$ cat src/rtl/keypad_pkg.sv
// keypad_pkg: shared constants, FSM state encoding and small helpers for the
// 5x4 matrix keypad scanner.
//   ROWS/COLS   keypad geometry
//   CODE_W      width of key_code (row*4+col, 0..19)
//   state_e     scanner FSM states
package keypad_pkg;

  localparam int ROWS   = 5;
  localparam int COLS   = 4;
  localparam int CODE_W = 5;
  localparam int ROW_W  = 3;
  localparam int COL_W  = 2;

  typedef enum logic [1:0] {
    SCAN     = 2'd0,
    DB_PRESS = 2'd1,
    HELD     = 2'd2,
    DB_REL   = 2'd3
  } state_e;

  // Lowest-index low column; only meaningful when at least one bit is low.
  function automatic logic [COL_W-1:0] lowest_low_col(input logic [COLS-1:0] col);
    if (!col[0]) begin
      return 2'd0;
    end else if (!col[1]) begin
      return 2'd1;
    end else if (!col[2]) begin
      return 2'd2;
    end else begin
      return 2'd3;
    end
  endfunction

  // Row rotation 0->1->2->3->4->0.
  function automatic logic [ROW_W-1:0] next_row(input logic [ROW_W-1:0] row);
    if (row == 3'(ROWS - 1)) begin
      return 3'd0;
    end else begin
      return row + 3'd1;
    end
  endfunction

  // One-hot active-low row drive pattern.
  function automatic logic [ROWS-1:0] row_drive_n(input logic [ROW_W-1:0] row);
    case (row)
      3'd0:    return 5'b11110;
      3'd1:    return 5'b11101;
      3'd2:    return 5'b11011;
      3'd3:    return 5'b10111;
      3'd4:    return 5'b01111;
      default: return 5'b11110;
    endcase
  endfunction

endpackage

$ cat src/rtl/scan_tick_gen.sv
// scan_tick_gen: row-dwell divider. Counts 0..SCAN_DIV-1 and wraps; tick is
// high for the one cycle in which the counter sits at SCAN_DIV-1.
//   clk    in   system clock
//   rst_n  in   asynchronous active-low reset (counter -> 0, tick -> 0)
//   tick   out  registered one-cycle dwell-end strobe
module scan_tick_gen #(
  parameter int SCAN_DIV = 100000
) (
  input  logic clk,
  input  logic rst_n,
  output logic tick
);

  localparam int CNT_W = (SCAN_DIV > 1) ? $clog2(SCAN_DIV) : 1;
  localparam logic [CNT_W-1:0] LAST = CNT_W'(SCAN_DIV - 1);

  logic [CNT_W-1:0] cnt_q, cnt_d;
  logic             tick_q, tick_d;

  // Next divider value; tick is precomputed so it lines up with cnt==LAST.
  always_comb begin
    if (cnt_q == LAST) begin
      cnt_d = '0;
    end else begin
      cnt_d = cnt_q + CNT_W'(1);
    end
    tick_d = (cnt_d == LAST);
  end

  // Divider and strobe registers.
  always_ff @(posedge clk or negedge rst_n) begin
    if (!rst_n) begin
      cnt_q  <= '0;
      tick_q <= 1'b0;
    end else begin
      cnt_q  <= cnt_d;
      tick_q <= tick_d;
    end
  end

  assign tick = tick_q;

endmodule

$ cat src/rtl/keypad_scanner.sv
// keypad_scanner: scans a 5x4 active-low matrix keypad one row per dwell,
// locks onto the first pressed key found, debounces press and release, and
// reports key events.
//   clk_100mhz   in   system clock
//   RSTN         in   asynchronous active-low reset
//   K_COL[3:0]   in   keypad columns, active-low, asynchronous to clk
//   K_ROW[4:0]   out  one-hot active-low row drive
//   key_code     out  last accepted key (row*4+col), held until next press
//   key_valid    out  one-cycle pulse on accepted press
//   key_held     out  high from key_valid until release is accepted
//   key_release  out  one-cycle pulse on accepted release
module keypad_scanner
  import keypad_pkg::*;
#(
  parameter int SCAN_DIV       = 100000,
  parameter int DEBOUNCE_SCANS = 4
) (
  input  logic              clk_100mhz,
  input  logic              RSTN,
  input  logic [COLS-1:0]   K_COL,
  output logic [ROWS-1:0]   K_ROW,
  output logic [CODE_W-1:0] key_code,
  output logic              key_valid,
  output logic              key_held,
  output logic              key_release
);

  localparam int DB_W = $clog2(DEBOUNCE_SCANS + 1);
  localparam logic [DB_W-1:0] DB_DONE = DB_W'(DEBOUNCE_SCANS);
  localparam logic [DB_W-1:0] DB_ONE  = DB_W'(1);

  logic tick_s;

  scan_tick_gen #(
    .SCAN_DIV(SCAN_DIV)
  ) u_tick (
    .clk   (clk_100mhz),
    .rst_n (RSTN),
    .tick  (tick_s)
  );

  logic [COLS-1:0]   col_s1_q, col_s1_d, col_s2_q, col_s2_d;
  state_e            state_q, state_d;
  logic [ROW_W-1:0]  row_q, row_d;
  logic [ROWS-1:0]   k_row_q, k_row_d;
  logic [CODE_W-1:0] cand_q, cand_d;
  logic [COL_W-1:0]  lock_col_q, lock_col_d;
  logic [DB_W-1:0]   db_cnt_q, db_cnt_d;
  logic [CODE_W-1:0] key_code_q, key_code_d;
  logic              key_valid_q, key_valid_d;
  logic              key_held_q, key_held_d;
  logic              key_release_q, key_release_d;

  logic              hit_s;
  logic [COL_W-1:0]  col_s;
  logic              lock_high_s;

  // Column decode from the synchronized sample.
  always_comb begin
    hit_s       = ~(&col_s2_q);
    col_s       = lowest_low_col(col_s2_q);
    lock_high_s = col_s2_q[lock_col_q];
  end

  // Next-state logic: synchronizer shift, scan/debounce FSM, event outputs.
  // Accept is checked before tick so the pulse lands one cycle after the
  // debounce count completes; ticks are never back-to-back.
  always_comb begin
    col_s1_d      = K_COL;
    col_s2_d      = col_s1_q;
    state_d       = state_q;
    row_d         = row_q;
    cand_d        = cand_q;
    lock_col_d    = lock_col_q;
    db_cnt_d      = db_cnt_q;
    key_code_d    = key_code_q;
    key_held_d    = key_held_q;
    key_valid_d   = 1'b0;
    key_release_d = 1'b0;

    case (state_q)
      SCAN: begin
        if (tick_s) begin
          if (hit_s) begin
            cand_d     = {row_q, col_s};
            lock_col_d = col_s;
            db_cnt_d   = DB_ONE;
            state_d    = DB_PRESS;
          end else begin
            row_d = next_row(row_q);
          end
        end else begin
          state_d = SCAN;
        end
      end

      DB_PRESS: begin
        if (db_cnt_q == DB_DONE) begin
          key_code_d  = cand_q;
          key_valid_d = 1'b1;
          key_held_d  = 1'b1;
          state_d     = HELD;
        end else if (tick_s) begin
          if (hit_s && (col_s == lock_col_q)) begin
            db_cnt_d = db_cnt_q + DB_ONE;
          end else begin
            db_cnt_d = '0;
            row_d    = next_row(row_q);
            state_d  = SCAN;
          end
        end else begin
          state_d = DB_PRESS;
        end
      end

      HELD: begin
        // Only the locked column matters; other keys on this row are ignored.
        if (tick_s) begin
          if (lock_high_s) begin
            db_cnt_d = DB_ONE;
            state_d  = DB_REL;
          end else begin
            state_d = HELD;
          end
        end else begin
          state_d = HELD;
        end
      end

      DB_REL: begin
        if (db_cnt_q == DB_DONE) begin
          key_release_d = 1'b1;
          key_held_d    = 1'b0;
          db_cnt_d      = '0;
          row_d         = next_row(row_q);
          state_d       = SCAN;
        end else if (tick_s) begin
          if (lock_high_s) begin
            db_cnt_d = db_cnt_q + DB_ONE;
          end else begin
            db_cnt_d = '0;
            state_d  = HELD;
          end
        end else begin
          state_d = DB_REL;
        end
      end

      default: begin
        state_d    = SCAN;
        row_d      = 3'd0;
        db_cnt_d   = '0;
        key_held_d = 1'b0;
      end
    endcase

    k_row_d = row_drive_n(row_d);
  end

  // State and output registers.
  always_ff @(posedge clk_100mhz or negedge RSTN) begin
    if (!RSTN) begin
      col_s1_q      <= 4'b1111;
      col_s2_q      <= 4'b1111;
      state_q       <= SCAN;
      row_q         <= 3'd0;
      k_row_q       <= 5'b11110;
      cand_q        <= 5'd0;
      lock_col_q    <= 2'd0;
      db_cnt_q      <= '0;
      key_code_q    <= 5'd0;
      key_valid_q   <= 1'b0;
      key_held_q    <= 1'b0;
      key_release_q <= 1'b0;
    end else begin
      col_s1_q      <= col_s1_d;
      col_s2_q      <= col_s2_d;
      state_q       <= state_d;
      row_q         <= row_d;
      k_row_q       <= k_row_d;
      cand_q        <= cand_d;
      lock_col_q    <= lock_col_d;
      db_cnt_q      <= db_cnt_d;
      key_code_q    <= key_code_d;
      key_valid_q   <= key_valid_d;
      key_held_q    <= key_held_d;
      key_release_q <= key_release_d;
    end
  end

  assign K_ROW       = k_row_q;
  assign key_code    = key_code_q;
  assign key_valid   = key_valid_q;
  assign key_held    = key_held_q;
  assign key_release = key_release_q;

endmodule

$ cat config.mk
export PLATFORM = sky130hd
export DESIGN_NAME = keypad_scanner
export DESIGN_NICKNAME = d
export VERILOG_FILES = /design/src/rtl/keypad_pkg.sv /design/src/rtl/scan_tick_gen.sv /design/src/rtl/keypad_scanner.sv
export SDC_FILE = /design/constraint.sdc
export NUM_CORES = 1
export LEC_CHECK = 0
export ABC_AREA = 1
export CORE_MARGIN = 8
export CORE_UTILIZATION = 50
export DETAILED_ROUTE_END_ITERATION = 8
export HOLD_SLACK_MARGIN = 0.1
export MAX_ROUTING_LAYER = met4
export PLACE_DENSITY_LB_ADDON = 0.08
export SLEW_MARGIN = 10
export SYNTH_ARGS = -nofsm -noshare
export SYNTH_HDL_FRONTEND = slang
export SYNTH_SLANG_ARGS = --single-unit
$ cat constraint.sdc
create_clock -name clk_100mhz -period 1.6 [get_ports clk_100mhz]
set_input_delay 0.32 -clock clk_100mhz [delete_from_list [all_inputs] [get_ports clk_100mhz]]
set_output_delay 0.32 -clock clk_100mhz [all_outputs]
set_load 0.03 [all_outputs]
* Word-level counts from Yosys, hierarchy flattened
Cells that the tools add are included.
Cells by class: eq/ne operators 24, order comparisons 1, reductions and logical operators 9, multiplexer cells 43, $add $sub $neg 3, bitwise gates (word level) 1
Operators by type and width (number):
- 3-bit two-way mux | 17
- 17-bit == test, second input constant | 2
- 2-bit two-way mux | 11
- 5-bit case mux with 4 select lines | 1
- 17-bit by 1-bit adder with 17-bit output, second input constant | 1
- 17-bit two-way mux | 1
- 3-bit case mux with 4 select lines | 1
- 2-bit != test, second input constant | 5
- 3-bit == test, second input constant | 3
- 3-bit case mux with 3 select lines | 1
- 3-bit AND reduction | 3
- 1-bit two-way mux | 8
- 4-bit != test, second input constant | 2
- 2-bit case mux with 4 select lines | 1
- 7-bit AND reduction | 1
- 3-bit by 1-bit adder with 3-bit output, second input constant | 2
- 3-bit by 2-bit == test with 1-bit output, second input constant | 2
- 2-bit by 1-bit != test with 1-bit output, second input constant | 3
- 2-bit == test, second input constant | 2
- 4-bit AND reduction | 1
- 3-bit by 1-bit == test with 1-bit output, second input constant | 1
- 2-bit by 3-bit less-than comparator with 1-bit output, second input constant | 1
- 3-bit by 2-bit != test with 1-bit output, second input constant | 1
- 3-bit != test, second input constant | 1
- 9 further kinds | 9
Storage, ports and cells: output and inout port bits 13, input port bits 6, flip-flop bits (word level) 54, word-level logic and storage cells 95

* Depth between registers and ports, before layout
word-level depth 11, depth in mapped cells 13

* Hierarchy
A second synthesis with hierarchy kept.
Second synthesis, totals: cells, all modules 328, area, all modules 2713.9 um2
By module, submodules not included:
- keypad_scanner | cells each 163, instances 1, area an instance 1601.5 um2, seq. area each 865.8 um2
- scan_tick_gen | cells each 165, instances 1, area an instance 1112.3 um2, seq. area each 450.4 um2

* Least setup slack after synthesis
Ideal clock, no wire load.
path type register -> register, from register db_cnt_q[0], to register k_row_q[0] (netlist: K_ROW[0]), cell stages (with the launch flop) 13, data arrival time 1.504 ns, setup time 0.120 ns, path buffers 0, path slack -0.024 ns, path through dfrtp_1 inv_1 ha_1 nand2_2 inv_4 nor2_1 nand2_2 nand2_2 nand2_4 o21ai_4 nor2_4 nand2_2 nand2_1
Between the ends: cells in the longest elaborated chain, start to end 5, elaborated cells on any way between the ends 9, classes of those cells 5 x eq/ne; 4 x mux
Ends and longest elaborated chain:
- from (decl) | RTL line keypad_scanner.sv:48 | logic [DB_W-1:0] db_cnt_q, db_cnt_d;
- from (signal assigned) | RTL line keypad_scanner.sv:183 | db_cnt_q <= db_cnt_d;
- 3-bit == test (*) | RTL line keypad_scanner.sv:98, keypad_scanner.sv:131
- 3-bit two-way mux, on equally long branches | RTL line keypad_scanner.sv:131, keypad_scanner.sv:98
- 3-bit case mux with 3 select lines (*) | RTL line keypad_scanner.sv:81 | case (state_q)
- net row_d[1] | RTL line keypad_scanner.sv:44 | logic [ROW_W-1:0] row_q, row_d;
- 3-bit == test, or another cell as far along | RTL line keypad_pkg.sv:45 | case (row)
- 5-bit case mux with 4 select lines (*) | RTL line keypad_pkg.sv:45
- net k_row_d[0] | RTL line keypad_scanner.sv:45 | logic [ROWS-1:0] k_row_q, k_row_d;
- to (signal assigned) | RTL line keypad_scanner.sv:180 | k_row_q <= k_row_d;
- to (decl) | RTL line keypad_scanner.sv:45
Mark *: on every way through the listed nets, which the timed path passes. The rest lies on a longest branch. A chain may end at the register's enable or synchronous reset.

* Final worst setup path
from register col_s2_q[1], to register state_q[0]
Between the ends: cells in the longest elaborated chain, start to end 6, elaborated cells on any way between the ends 15, classes of those cells 4 x eq/ne; 7 x mux; 1 x bitwise; 3 x reduce/logical
Ends and longest elaborated chain:
- from (decl) | RTL line keypad_scanner.sv:42 | logic [COLS-1:0] col_s1_q, col_s1_d, col_s2_q, col_s2_d;
- from (signal assigned) | RTL line keypad_scanner.sv:177 | col_s2_q <= col_s2_d;
- 2-bit two-way mux | RTL line keypad_pkg.sv:25 | end else if (!col[1]) begin
- 2-bit two-way mux | RTL line keypad_pkg.sv:23 | if (!col[0]) begin
- 2-bit == test | RTL line keypad_scanner.sv:104 | if (hit_s && (col_s == lock_col_q)) begin
- 1-bit logical AND | RTL line keypad_scanner.sv:104
- 4-bit != test (no source line)
- 3-bit AND reduction (no source line)
- to (signal assigned) | RTL line keypad_scanner.sv:178 | state_q <= state_d;
- to (decl) | RTL line keypad_scanner.sv:43 | state_e state_q, state_d;
Parallel ways exist; a longest one is shown, timed or not. The select of a mux whose other input is x is not followed.

==> qor.csv <==
stage;metric;value;unit
grt;grt met2 use;28.3;%
timing;final hold vios;0;
worst_setup_path;CP max stage cell;dfstp_2;
finish;Nets;424;
drt;vias post-DR;2420;
worst_setup_path;Crit path arrival time;1930;ps
floorplanning;die width;89.7;um
yosys;asr flop ratio synth;100;%
run_status;violated checks;setup timing;
power;static leakage;1.80;nW
worst_setup_path;Critical Path Fanout Max;4;
worst_setup_path;CP Launch Type;flip-flop;
run_status;status;finished with violations;
cts;clk_lat worst skew;300;ps
finish;# fillers;463;
cts;cts bufs inserted;5;
worst_setup_path;FF-to-FF End;state_q[0];
power;maximum vdd drop;0.000360;V
worst_hold_path;HP Start;col_s1_q[0];
grt;GRT Max-Usage Layer;met2;
timing;Setup Viol. Count Final;7;
floorplanning;die height;89.7;um
timing;Max Clock Skew;6.59;ps
grt;Overflow after GRT;0;
floorplanning;Initial Utilization;50.5;%
drt;Post-Route WL;6320;um
place;I/O Buffers;18;
drt;DRC viols;0;
drt;DR iter-0 viols;84;
worst_setup_path;worst r2r src;col_s2_q[1];
yosys;cell count after synthesis;338;
worst_hold_path;HP Class;reg2reg;
grt;first-pass GRT wire length;10300;um
yosys;#FFs+latches synth;52;
finish;most common cell after layout, fill and taps aside;nand2_1;
worst_setup_path;R2R depth;11;
floorplanning;row cnt;27;
yosys;mean post-synth cell area;8.03;sq um
timing;Tcrit/Tclk final;106;%
grt;GRT Util Overall;16.9;%
grt;vias in the first global route;2339;
worst_setup_path;CP endpoint kind;flip-flop;
grt;GRT met1 Usage;19.4;%
power;combinational share of power;3.8;%
worst_setup_path;CP dominant cell by count;nand2_2;
power;clock power share;35.5;%
yosys;Top FF cell, synth;dfrtp_1;
finish;fin area;3650;sq um
timing;Final Max Slew Viols;0;
worst_setup_path;end point of the critical path;state_q[0];
finish;most frequent cells in the layout;nand2_1 (69), buf_4 (47), inv_1 (41);
yosys;syn nets;349;
grt;GR Util met3;3.00;%
floorplanning;CORE AREA;5370;sq um
grt;largest net degree at the start of global routing;37;
power;PwrDens;605;nW/um^2
timing;max_slew headroom;70.4;%
drt;first drt pass iteration count;5;
floorplanning;# IOs;19;
power;switch share;23.7;%
timing;setup ws final;-95.1;ps
grt;initial antenna violation count;0;
cts;Worst-path clk slew;100;ps
power;part of the power in registers;60.7;%
worst_setup_path;kind of critical path;reg2reg;
worst_setup_path;crit path from;col_s2_q[1];
place;Setup WS pre-CTS;-101;ps
timing;Tmin final;1700;ps
cts;H-tree depth;2;
yosys;sequential area share after synthesis;48.5;%
floorplanning;die area;8040;sq um
place;Post-DP Area;3290;sq um
yosys;Ys Warns;0;
timing;measured slew at the worst slew-check pin;442;ps
cts;CTS max path bufs;2;
power;switching power;0.000523;W
worst_setup_path;Critical Path RT;1840;ps
cts;CTS Root Cell;clkbuf_8;
worst_setup_path;R2R setup slack;-100;ps
drt;Via density;4.98;
timing;fmax;0.590;GHz
finish;# diodes;0;
worst_setup_path;cells along the critical path;nand2_4 -> inv_2 -> nand3_2 -> nand2_2 -> nand3_4 -> buf_4 -> nor2_4 -> nand2_2 -> a31oi_4 -> nand2_2 -> o21ai_2;
drt;WL per Instance;13.0;um
place;DP Wirelength;4540;um
job;number of max-cap violations;0;
cts;Num Clock Sinks;52;
drt;post-route antenna net violation count;0;
timing;unrepaired setup endpoints after global routing;yes;
worst_setup_path;max incr delay on CP;600;ps
place;RePlAce Congestion;0.988;
finish;share of layout cells above drive strength 1;35.7;%
yosys;distinct cell type count after synthesis;34;
cts;CTS tree;done;
yosys;mapped cell area;2720;sq um
finish;synth-to-layout area growth;34.5;%
yosys;Post-synth EDFFs;0;
power;P_int;0.00168;W
==> worst max-delay path, delay by kind of cell, from the launching register on <==
family / cells / cell delay [ps]
buf+inv: 2 / 210
flops: 1 / 600
simple gates: 7 / 540
compound gates: 2 / 250
==> synth_stat cells (2+ instances only) <==
cell type  instances  share of area (%)
nand2_4            2               0.83
nor3_2             2               0.74
nand2_2            8                1.8
o21ai_0           13                2.4
nand3_1           25                4.6
nor2_4             3                1.2
dfrtp_1           40                 37
a21oi_1            2               0.37
nor2_2             3               0.69
inv_1             47                6.5
nand4_1            9                2.1
dfstp_2           12                 12
inv_2             11                1.5
xor2_1             3               0.97
ha_1               5                2.3
nand3_2            2               0.74
nand2_1           86                 12
o211ai_1           3               0.83
nor2_1            33                4.6
nor3_1             9                1.7
o21ai_1            7                1.3
==> sequential cells by signal, summed over array words and instances, names as in the netlist <==
| signal | flops |
|---|---|
| key_code | 5 |
| K_ROW | 5 |
| db_cnt_q | 3 |
| cand_q | 5 |
| key_release | 1 |
| u_tick.cnt_q | 17 |
| col_s2_q | 4 |
| row_q | 3 |
| state_q | 2 |
| col_s1_q | 4 |
| key_held | 1 |
| u_tick.tick | 1 |
| key_valid | 1 |
==> cell type report <==
class	instances	area (sq um)	share of cell area, %
Multi-Input combinational cell	227	1370	37.5
Sequential cell	52	1320	36.1
Timing Repair Buffer	68	553	15.1
Inverter	59	224	6.13
Tap cell	72	90.1	2.47
Clock buffer	5	68.8	1.88
Clock inverter	3	26.3	0.720
==> per-stage QoR <==
step	total power (W)	setup TNS (ps)	utilization, %	cells	hold WS, ps
after floorplan	0.00138	0	-	338	24.4
final	0.00221	-225	68.0	486	360
after global routing	0.00229	-1440	68.0	486	367
after detailed placement	0.00143	-326	61.3	466	278
after CTS	0.00222	-119	64.8	478	362
after global placement	0.00143	-176	61.3	466	274
==> how the worst min path moves through the flow <==
stage / end / slack, ps / cells after the start
floorplan: K_ROW[0] / 20 / 0
global placement: key_code[1] / 270 / 1
detailed placement: key_code[1] / 280 / 1
CTS: col_s2_q[0] / 360 / 0
global route: col_s2_q[3] / 370 / 0
finish: col_s2_q[0] / 360 / 0
==> power by group through the flow <==
stage / clock (W) / sequential, W / combinational, W
final: 0.000783 / 0.00134 / 0.0000848
after global routing: 0.000858 / 0.00134 / 0.0000947
after CTS: 0.000805 / 0.00134 / 0.0000771
after detailed placement: 0 / 0.00136 / 0.0000661
after global placement: 0 / 0.00136 / 0.0000642
after floorplan: 0 / 0.00136 / 0.0000171
==> per-layer routing <==
metal	vias up	share of wire (%)
li1	1221	-
met1	1146	43
met2	39	52
met3	14	3.4
met4	0	1.8
met5	-	0
==> cell families (layout without fill, tap and decap cells) <==
family                   count (synthesis)  after routing  synth area share [%]
AO/OA/AOI/OAI                           31             31                  7.19
flip-flops                              52             52                  48.5
adder cells (fa/ha/maj)                  5              5                  2.30
buffers and inverters                   59            135                  8.25
XOR/XNOR                                 4              4                  1.29
AND/OR/NAND/NOR                        187            187                  32.5
==> what timing repair did <==
action,in CTS,in global routing
buffers inserted,3,8
hold buffers,1,0
hold endpoints to repair,14,0
setup endpoints to repair,20,14
cloned,0,0
pin swaps,6,13
gates resized for setup,33,33
Power figures use the tool's default switching activity.
